===== src/rtl/alu_if_pkg.sv =====
// Shared types and encodings for the ALU operand-interface issuer.
package alu_if_pkg;

  typedef enum logic [2:0] {
    StIdle,
    StBeat1,
    StGap,
    StBeat2,
    StWait,
    StResp
  } state_e;

  localparam logic [1:0] IV_NONE = 2'b00;
  localparam logic [1:0] IV_A    = 2'b01;
  localparam logic [1:0] IV_B    = 2'b10;
  localparam logic [1:0] IV_AB   = 2'b11;

  localparam logic [1:0] SPLIT_AB     = 2'b00;
  localparam logic [1:0] SPLIT_A_B    = 2'b01;
  localparam logic [1:0] SPLIT_B_A    = 2'b10;
  localparam logic [1:0] SPLIT_AB_ALT = 2'b11;

  localparam logic        MODE_ARITH  = 1'b1;
  localparam int unsigned CMD_MUL_INC = 9;
  localparam int unsigned CMD_MUL_SHL = 10;

  localparam int unsigned FLAG_COUT  = 5;
  localparam int unsigned FLAG_OFLOW = 4;
  localparam int unsigned FLAG_G     = 3;
  localparam int unsigned FLAG_E     = 2;
  localparam int unsigned FLAG_L     = 1;
  localparam int unsigned FLAG_ERR   = 0;

  // z and x on an ALU line are treated as 0.
  function automatic logic definite_one(input logic b);
    return (b === 1'b1);
  endfunction

endpackage


===== src/rtl/alu_op_issuer.sv =====
// Issues one ALU transaction (joint or split operand beats), waits the command latency,
// captures the ALU result/flags and returns them on a valid/ready response port.
module alu_op_issuer
  import alu_if_pkg::*;
#(
  parameter int unsigned DATA_WIDTH = 8,
  parameter int unsigned CMD_WIDTH  = 4,
  parameter int unsigned RES_LAT    = 1,
  parameter int unsigned MULT_LAT   = 3,
  parameter int unsigned TMO_LIMIT  = 16
) (
  input  logic                  CLK,
  input  logic                  RST,
  input  logic                  REQ_VALID,
  output logic                  REQ_READY,
  input  logic [DATA_WIDTH-1:0] REQ_OPA,
  input  logic [DATA_WIDTH-1:0] REQ_OPB,
  input  logic [CMD_WIDTH-1:0]  REQ_CMD,
  input  logic                  REQ_MODE,
  input  logic                  REQ_CIN,
  input  logic [1:0]            REQ_SPLIT,
  input  logic [4:0]            REQ_GAP,
  output logic [DATA_WIDTH-1:0] OPA,
  output logic [DATA_WIDTH-1:0] OPB,
  output logic [CMD_WIDTH-1:0]  CMD,
  output logic                  MODE,
  output logic                  CIN,
  output logic                  CE,
  output logic [1:0]            INP_VALID,
  input  logic [DATA_WIDTH+1:0] ALU_RES,
  input  logic                  ALU_COUT,
  input  logic                  ALU_OFLOW,
  input  logic                  ALU_G,
  input  logic                  ALU_E,
  input  logic                  ALU_L,
  input  logic                  ALU_ERR,
  output logic                  RSP_VALID,
  input  logic                  RSP_READY,
  output logic [DATA_WIDTH+1:0] RSP_RES,
  output logic [5:0]            RSP_FLAGS,
  output logic                  RSP_TMO
);

  localparam logic [CMD_WIDTH-1:0] CmdMulInc = CMD_WIDTH'(CMD_MUL_INC);
  localparam logic [CMD_WIDTH-1:0] CmdMulShl = CMD_WIDTH'(CMD_MUL_SHL);
  localparam logic [4:0]           TmoLimit  = 5'(TMO_LIMIT);
  localparam logic [4:0]           ResLat    = 5'(RES_LAT);
  localparam logic [4:0]           MultLat   = 5'(MULT_LAT);

  state_e                r_state, w_state_next;
  logic [DATA_WIDTH-1:0] r_opa, r_opb;
  logic [CMD_WIDTH-1:0]  r_cmd;
  logic                  r_mode, r_cin;
  logic [1:0]            r_split;
  logic [4:0]            r_gap, r_lat, r_cnt;
  logic [DATA_WIDTH+1:0] r_res, w_res_def;
  logic [5:0]            r_flags, w_flags_def;
  logic                  r_tmo;
  logic                  w_accept, w_is_split, w_cnt_zero, w_capture;

  assign w_accept   = (r_state == StIdle) && REQ_VALID;
  assign w_is_split = (r_split == SPLIT_A_B) || (r_split == SPLIT_B_A);
  assign w_cnt_zero = (r_cnt == 5'd0);
  assign w_capture  = (r_state == StWait) && w_cnt_zero;

  always_ff @(posedge CLK or posedge RST) begin
    if (RST) r_state <= StIdle;
    else     r_state <= w_state_next;
  end

  always_comb begin
    w_state_next = r_state;
    unique case (r_state)
      StIdle:  if (REQ_VALID) w_state_next = StBeat1;
      StBeat1: begin
        if (!w_is_split)        w_state_next = StWait;
        else if (r_gap != 5'd0) w_state_next = StGap;
        else                    w_state_next = StBeat2;
      end
      StGap:   if (w_cnt_zero) w_state_next = StBeat2;
      StBeat2: w_state_next = StWait;
      StWait:  if (w_cnt_zero) w_state_next = StResp;
      StResp:  if (RSP_READY) w_state_next = StIdle;
      default: w_state_next = StIdle;
    endcase
  end

  always_comb begin
    INP_VALID = IV_NONE;
    unique case (r_state)
      StBeat1: begin
        if (r_split == SPLIT_A_B)      INP_VALID = IV_A;
        else if (r_split == SPLIT_B_A) INP_VALID = IV_B;
        else                           INP_VALID = IV_AB;
      end
      StBeat2: INP_VALID = (r_split == SPLIT_B_A) ? IV_A : IV_B;
      default: INP_VALID = IV_NONE;
    endcase
  end

  assign REQ_READY = (r_state == StIdle);
  assign RSP_VALID = (r_state == StResp);
  assign CE        = (r_state != StIdle) && (r_state != StResp);
  assign OPA       = r_opa;
  assign OPB       = r_opb;
  assign CMD       = r_cmd;
  assign MODE      = r_mode;
  assign CIN       = r_cin;
  assign RSP_RES   = r_res;
  assign RSP_FLAGS = r_flags;
  assign RSP_TMO   = r_tmo;

  always_ff @(posedge CLK or posedge RST) begin
    if (RST) begin
      r_opa   <= '0;
      r_opb   <= '0;
      r_cmd   <= '0;
      r_mode  <= 1'b0;
      r_cin   <= 1'b0;
      r_split <= SPLIT_AB;
      r_gap   <= 5'd0;
      r_lat   <= 5'd0;
    end else if (w_accept) begin
      r_opa   <= REQ_OPA;
      r_opb   <= REQ_OPB;
      r_cmd   <= REQ_CMD;
      r_mode  <= REQ_MODE;
      r_cin   <= REQ_CIN;
      r_split <= (REQ_SPLIT == SPLIT_AB_ALT) ? SPLIT_AB : REQ_SPLIT;
      r_gap   <= REQ_GAP;
      r_lat   <= ((REQ_MODE == MODE_ARITH) && ((REQ_CMD == CmdMulInc) ||
                  (REQ_CMD == CmdMulShl))) ? MultLat : ResLat;
    end
  end

  // One saturating down-counter serves both the gap and the result wait.
  always_ff @(posedge CLK or posedge RST) begin
    if (RST) begin
      r_cnt <= 5'd0;
    end else begin
      unique case (r_state)
        StBeat1: begin
          if (!w_is_split)        r_cnt <= r_lat;
          else if (r_gap != 5'd0) r_cnt <= r_gap - 5'd1;
          else                    r_cnt <= 5'd0;
        end
        StBeat2:       r_cnt <= r_lat;
        StGap, StWait: r_cnt <= w_cnt_zero ? 5'd0 : r_cnt - 5'd1;
        default:       r_cnt <= r_cnt;
      endcase
    end
  end

  always_comb begin
    for (int i = 0; i < DATA_WIDTH + 2; i++) w_res_def[i] = definite_one(ALU_RES[i]);
    w_flags_def            = '0;
    w_flags_def[FLAG_COUT]  = definite_one(ALU_COUT);
    w_flags_def[FLAG_OFLOW] = definite_one(ALU_OFLOW);
    w_flags_def[FLAG_G]     = definite_one(ALU_G);
    w_flags_def[FLAG_E]     = definite_one(ALU_E);
    w_flags_def[FLAG_L]     = definite_one(ALU_L);
    w_flags_def[FLAG_ERR]   = definite_one(ALU_ERR);
  end

  always_ff @(posedge CLK or posedge RST) begin
    if (RST) begin
      r_res   <= '0;
      r_flags <= '0;
      r_tmo   <= 1'b0;
    end else if (w_capture) begin
      r_res   <= w_res_def;
      r_flags <= w_flags_def;
      r_tmo   <= w_is_split && (r_gap >= TmoLimit);
    end
  end

endmodule


===== config.mk =====
export PLATFORM = sky130hd
export DESIGN_NAME = alu_op_issuer
export DESIGN_NICKNAME = d
export VERILOG_FILES = /design/src/rtl/alu_if_pkg.sv /design/src/rtl/alu_op_issuer.sv
export SDC_FILE = /design/constraint.sdc
export NUM_CORES = 1
export LEC_CHECK = 0
export CORE_UTILIZATION = 41
export CTS_CLUSTER_DIAMETER = 120
export CTS_CLUSTER_SIZE = 10
export DETAILED_ROUTE_END_ITERATION = 10
export PLACE_DENSITY = 0.74
export SLEW_MARGIN = 20
export SYNTH_ARGS = -nofsm -noshare
export SYNTH_HDL_FRONTEND = slang
export SYNTH_SLANG_ARGS = --single-unit

===== constraint.sdc =====
create_clock -name CLK -period 5.3 [get_ports CLK]
set_input_delay 1.59 -clock CLK [delete_from_list [all_inputs] [get_ports CLK]]
set_output_delay 1.59 -clock CLK [all_outputs]
set_load 0.1 [all_outputs]

Yosys cells after proc, flatten, opt, wreduce, memory -nomap -nowiden
Index checks and enable logic that the tools add are counted.

storage, ports and cells
  register bits after elaboration = 59
  bits of input ports = 49
  output and inout port bits = 44
  logic and storage cells = 78

operators by class
  add/subtract/negate cells = 2
  $lt $le $gt $ge = 1
  equal/unequal tests = 31
  muxes and demuxes = 17
  reduce and logical (&&, ||, !) cells = 14

operators by type and width
  kind                                                                 number
  3-bit one-hot mux with 6 select lines                                1
  1-bit case equality test (second input constant)                     16
  3-bit 2-to-1 mux                                                     5
  5-bit 2-to-1 mux                                                     3
  5-bit one-hot mux with 3 select lines                                1
  5-bit by 1-bit subtractor with 5-bit output (second input constant)  2
  4-bit == test (second input constant)                                2
  2-bit 2-to-1 mux                                                     4
  3-bit by 2-bit == test with 1-bit output (second input constant)     2
  3-bit == test (second input constant)                                2
  2-bit inequality test (second input constant)                        3
  3-bit nonzero test                                                   2
  5-bit >= comparator (second input constant)                          1
  1-bit logical AND                                                    5
  5-bit logical NOT                                                    1
  5-bit nonzero test                                                   1
  2-bit == test (second input constant)                                2
  2-bit one-hot mux with 2 select lines                                1
  4-bit AND reduction                                                  1
  3-bit by 1-bit == test with 1-bit output (second input constant)     1
  3-bit logical NOT                                                    1
  3-bit inequality test (second input constant)                        1
  2-bit by 1-bit == test with 1-bit output (second input constant)     1
  1-bit logical OR                                                     2
  other kinds (3)                                                      4

Depth between registers and ports, before layout
Gate-level depths: netlist of the first run.

  word-level depth = 4
  depth in mapped cells = 7
  gate-level depth less buffers = 6

Least setup slack after synthesis of the first run
Ideal clock, no wire load.

  kind = register to output
  from = reg r_state[2]
  to = out CE
  arrival time = 3.012 ns
  required time = 3.710 ns
  path slack = 0.698 ns
  stages on the path, launching flop included = 6
  buffers on the path = 2
  path through = dfrtp_1 -> buf_4 -> clkbuf_1 -> nand2_1 -> nor2_1 -> nor2_1

on the way
  word-level cells in the longest chain between the ends = 2
  elaborated cells between the ends (all ways) = 3
  classes of those cells = eq/ne (1); reduce/logical (2)

RTL lines
  element                                                      line                  RTL
  from (decl)                                                  alu_op_issuer.sv:50   state_e r_state, w_state_next;
  from (signal assigned)                                       alu_op_issuer.sv:67   if (RST) r_state <= StIdle;
  from (signal assigned)                                       alu_op_issuer.sv:68   else r_state <= w_state_next;
  3-bit inequality test or 3-bit nonzero test (tied branches)  alu_op_issuer.sv:103  assign CE = (r_state != StIdle) && (r_state != StResp);
  1-bit logical AND *                                          alu_op_issuer.sv:103
  to (decl)                                                    alu_op_issuer.sv:28   output logic CE,

Mark *: on every way between the ends. The rest lies on a longest branch, timed or not.

Worst setup path after layout of the first run
  from = reg r_state[2]
  to = out INP_VALID[1]

on the way
  word-level cells in the longest chain between the ends = 2
  elaborated cells between the ends (all ways) = 3
  classes of those cells = eq/ne (2); mux (1)

RTL lines
  element                                                                                               line                 RTL
  3-bit by 2-bit == test with 1-bit output or 3-bit by 1-bit == test with 1-bit output (tied branches)  alu_op_issuer.sv:90  unique case (r_state)
  2-bit one-hot mux with 2 select lines *                                                               alu_op_issuer.sv:90
  to (decl)                                                                                             alu_op_issuer.sv:29  output logic [1:0] INP_VALID,

Marked as above.

==> reports/results.ini, run 1 <==
[run_status]
status = completed

[timing]
rsz0062_at_grt = no
skew_ns = 0.0102
finalCritPeriodShare = 0.805
finalMaxSlewViolations = 0
tightest_slew_ns = 0.993
min_period_ns = 4.26
max_freq_ghz = 0.235
setup_viol = 0
fin_tns_setup_ns = 0
slew_headroom = 0.336
hold_violations = 0

[yosys]
yosysSeqAreaShare = 0.532
synth_top_family_by_area = simple AND/OR/NAND/NOR gates
synthMuxAreaShare = 0.0821
synth_fp_nets = 319
synth_area_per_cell_sq_um = 10.0
synth-compound-area-share = 0.0779
syn-cell-area_sq_um = 2640
syn_inst = 263
synth_top_area_cell = dfrtp_1
ys_ff_latch = 56
ys_top_cells_by_area = dfrtp_1, nand2_1, mux2_4
ys_warn_count = 0
async_reset_ff_frac = 1.00
synth_edf_count = 0
yosys.area_share.adder = 0.0332
yosys.area_share.simple = 0.216
synthFlopType = dfrtp_1
synthXorXnorAreaFrac = 0.0199
yosys.cell_types.count = 44
synth_top_area_frac = 0.532

[clock_network]
post_cts_buffers = 0
hold_buffers = 0
cts_buffer_depth = 2
clock_sinks = 56
clockRootBuffer = clkbuf_8
clk_pin_slew_worst_paths_ns = 0.10
cts_made_buffers = 5
cts_tree = yes
htree_levels = 2
insertion_delay_ns = 0.32
cts_resized = 0

[worst_setup_path]
cp.arrival_ns = 2.67
critical_path_class = reg2out
r2r_setup_slack_ns = 3.03
worstPathRequired_ns = 3.71
r2r-end = r_lat[1]
endpoint_kind = output port
worstPathMaxFanout = 17
timing.rr.start = r_state[2]
crit_path_start_kind = register
r2r_cells = 3

[layout]
fin_area_sq_um = 3700
antenna_cells = 0
drive_above_1_share = 0.0855
fillers = 533
syn_to_final_growth_pct = 40.4
nets = 406
final_common_cell = clkdlybuf4s50_1
mostFrequentLayoutCells = clkdlybuf4s50_1, nand2_1, dfrtp_1

[route]
drt_first_pass_iters = 4
drtIter0Drc = 95
wl_per_cell_um = 13.2
viasPerCell = 4.93
drc = 0
wl_um = 5600
dr_total_vias = 2102
final_antenna_net_count = 0

[hold_path]
holdCritStartpoint = CIN
hp-class = reg2reg
hold_path_end = CIN
hold_depth = 2

[die]
num_rows = 28
dieArea_sq_um = 6750
pin_count = 93
start_util = 0.435
coreArea_sq_um = 6060
die_h_um = 82.2
die_w_um = 82.2

[global_routing]
grt_pass1_wl_um = 9160
grt_pass1_vias = 2045
antenna_found_initial = 0
grt-ovfl-total = 0
grt_max_degree = 57
grt_usage = 0.179

[placement]
gp_routability_congestion = 0.829
io_buffers = 92
dp_hpwl_um = 3920
placed_area_sq_um = 3590

[flow_run]
drv_cap = 0

==> synth_stat cells, types with 2 or more instances <==
cell / n
nand2_1: 90
dfrtp_1: 56
inv_1: 9
mux2_2: 9
nor2_1: 9
o21ai_0: 9
ha_1: 7
mux2_4: 7
a21oi_1: 6
buf_2: 5
clkbuf_1: 5
nand2b_1: 4
xor2_1: 4
nor3_1: 3
a211oi_1: 2
buf_4: 2
nand3_1: 2
nand3b_1: 2
nor2b_1: 2
nor4_1: 2
o2111ai_1: 2
o31ai_1: 2
or4_1: 2
xnor2_1: 2
==> flip-flops by register name, summed over array words and instances (netlist names) <==
signal and cells:
RSP_RES 10, OPA 8, OPB 8, RSP_FLAGS 6, r_cnt 5, r_gap 5, CMD 4, r_state 3
r_lat 2, r_split 2, CIN 1, MODE 1, RSP_TMO 1
==> stage by stage <==
stage / hold WS [ns] / setup slack [ns] / std cells / utilization
after global routing: 0.506 / 0.928 / 426 / 0.610
after floorplan: 0.440 / 0.698 / 263 / -
after global placement: 0.457 / 1.41 / 418 / 0.592
final: 0.481 / 1.04 / 426 / 0.610
after CTS: 0.487 / 1.01 / 426 / 0.610
after detailed placement: 0.461 / 1.37 / 418 / 0.592
==> how the worst max path moves through the flow <==
stage,from,endpoint,slack [ns],cells after the start
2_1_floorplan,r_state[2],CE,0.70,5
3_3_place_gp,r_state[2],INP_VALID[1],1.41,3
3_5_place_dp,r_state[2],INP_VALID[1],1.37,3
4_1_cts,r_state[2],INP_VALID[1],1.01,3
5_1_grt,r_state[2],INP_VALID[1],0.93,3
6_report,r_state[2],INP_VALID[1],1.04,3
==> routing by layer <==
layer | vias to the layer above | GRT usage | share of wire
met5 | - | 0 | 0
met4 | 0 | 0.0526 | 0.0059
met1 | 993 | 0.220 | 0.43
met2 | 55 | 0.301 | 0.49
li1 | 1048 | - | -
met3 | 6 | 0.0560 | 0.072
==> critical path, cell delays in order, from the launching register on <==
cell             delay [ns]
dfrtp_1                0.60
nand2b_1               0.33
a211oi_1               0.26
clkdlybuf4s50_1        1.16
==> cell type report <==
type                            count  area, sq um  share of cell area
Clock buffer                        6         72.6              0.0196
Clock inverter                      2         38.8              0.0105
Sequential cell                    56         1400               0.379
Inverter                            9         33.8             0.00913
Multi-Input combinational cell    185         1130               0.306
Timing Repair Buffer               93          928               0.251
Tap cell                           75         93.8              0.0254
==> cell families after synthesis <==
kind of cell               after synthesis
AOI/OAI and AO/OA                       31
xor gates and xnor gates                 6
adders and majority gates                7
buffers and inverters                   22
DFF                                     56
muxes                                   17
and+or+nand+nor                        124
Power of run 1 is left out: the tool's default activity adds up to more than one toggle a clock period on the data nets, which glitch-free logic cannot reach.
==> run 2, diff against run 1 <==
--- a/config.mk
+++ b/config.mk
@@ -9,7 +9,7 @@
 export CTS_CLUSTER_DIAMETER = 120
 export CTS_CLUSTER_SIZE = 10
 export DETAILED_ROUTE_END_ITERATION = 10
-export PLACE_DENSITY = 0.74
+export PLACE_DENSITY = 0.77
 export SLEW_MARGIN = 20
 export SYNTH_ARGS = -nofsm -noshare
 export SYNTH_HDL_FRONTEND = slang
==> constraint.sdc (replaced) <==
create_clock -name CLK -period 3.5 [get_ports CLK]
set_input_delay 1.05 -clock CLK [delete_from_list [all_inputs] [get_ports CLK]]
set_output_delay 1.05 -clock CLK [all_outputs]
set_load 0.1 [all_outputs]
==> run 2 against run 1 <==
- die area stayed put
- worst setup slack lost 0.37 ns
- clock skew decreased by 0.0058 ns
- non-clock buffer count is 2 higher
- via count grew 0.62%
- utilization fell by 1.2 points
- global-route usage increased by 0.13 points
==> reports/results.ini, run 2 (synthesis gave the netlist of run 1 again) <==
[run_status]
status = completed

[route]
drt_first_pass_iters = 4
drc = 0
viasPerCell = 4.94
wl_um = 5710
final_antenna_net_count = 0
dr_total_vias = 2115
drtIter0Drc = 170
wl_per_cell_um = 13.3

[worst_setup_path]
cp_top_family = flip-flops
cp.depth = 3
endpoint = INP_VALID[1]
critical_path_class = reg2out
cp.arrival_ns = 1.79
r2r-end = r_cnt[4]
crit_path_top_delay_cell = dfrtp_1
worstPathRequired_ns = 2.45
r2r_setup_slack_ns = 1.49
path_cells = nand2b_1, a211oi_2, buf_4
worstPathMaxFanout = 17
slowest_delay_ns = 0.58
crit_buf_inv = 1
r2r_cells = 4
startpoint = r_state[2]
endpoint_kind = output port
crit_path_start_kind = register
timing.rr.start = r_state[1]

[timing]
tightest_slew_ns = 0.783
hold_violations = 0
fin_tns_setup_ns = 0
finalCritPeriodShare = 0.811
min_period_ns = 2.84
skew_ns = 0.00442
slew_headroom = 0.471
setup_viol = 0
max_freq_ghz = 0.352
finalMaxSlewViolations = 0
rsz0062_at_grt = no

[global_routing]
antenna_found_initial = 0
grt_pass1_vias = 2012
grt-ovfl-total = 0
grt_pass1_wl_um = 9200
grt_max_degree = 57
grt_usage = 0.180

[die]
start_util = 0.435
pin_count = 93
die_w_um = 82.2
die_h_um = 82.2
coreArea_sq_um = 6060
num_rows = 28
dieArea_sq_um = 6750

[layout]
antenna_cells = 0
drive_above_1_share = 0.221
fin_area_sq_um = 3630
fillers = 545
mostFrequentLayoutCells = nand2_1, dfrtp_1, clkdlybuf4s50_1
regArea_sq_um = 1400
largest_register_ffs = 10
multi_input_area_sq_um = 1140
nets = 408
syn_to_final_growth_pct = 37.6
final_common_cell = nand2_1

[clock_network]
hold_buffers = 0
cts_buffer_depth = 2
clock_sinks = 56
post_cts_buffers = 0
clk_pin_slew_worst_paths_ns = 0.09
cts_resized = 0
insertion_delay_ns = 0.31
cts_tree = yes
htree_levels = 2
cts_made_buffers = 5
clockRootBuffer = clkbuf_8

[hold_path]
hold_depth = 2
hp-class = reg2reg

[placement]
placed_area_sq_um = 3500
gp_routability_congestion = 0.828
dp_hpwl_um = 4200
io_buffers = 92

[flow_run]
drv_cap = 0

[run 2: worst reg2reg max path, delay by kind of cell (launching register included)]
kind | cells | cell delay (ns)
flops | 1 | 0.62
simple gates | 2 | 0.60
compound gates | 2 | 0.66
[run 2: worst min-delay path by stage]
| stage | from | to | slack [ns] |
|---|---|---|---|
| after floorplan | r_lat[0] | r_lat[0] | 0.44 |
| after global placement | r_lat[0] | r_lat[0] | 0.45 |
| after detailed placement | OPA[2] | OPA[2] | 0.46 |
| after CTS | OPA[6] | OPA[6] | 0.49 |
| after global routing | r_lat[0] | r_lat[0] | 0.50 |
| final | OPA[6] | OPA[6] | 0.49 |
[run 2: through the flow]
step / instances / hold slack (ns) / util / setup WS (ns)
4_1_cts: 428 / 0.491 / 0.598 / 0.657
2_1_floorplan: 263 / 0.440 / - / -0.275
3_5_place_dp: 420 / 0.464 / 0.577 / 0.957
3_3_place_gp: 420 / 0.448 / 0.577 / 1.00
5_1_grt: 428 / 0.503 / 0.598 / 0.543
6_report: 428 / 0.487 / 0.598 / 0.662
[run 2: final cells by class]
class,count,area share
Multi-Input combinational cell,185,0.314
Inverter,9,0.00932
Tap cell,75,0.0259
Sequential cell,56,0.386
Timing Repair Buffer,95,0.230
Clock buffer,7,0.0266
Clock inverter,1,0.00828
[run 2: layer usage]
metal / share of wire / global-route usage
met4: 0.014 / 0.0509
met2: 0.50 / 0.310
met5: 0 / 0
met1: 0.43 / 0.219
met3: 0.061 / 0.0516
Power of run 2 is left out for the same reason.
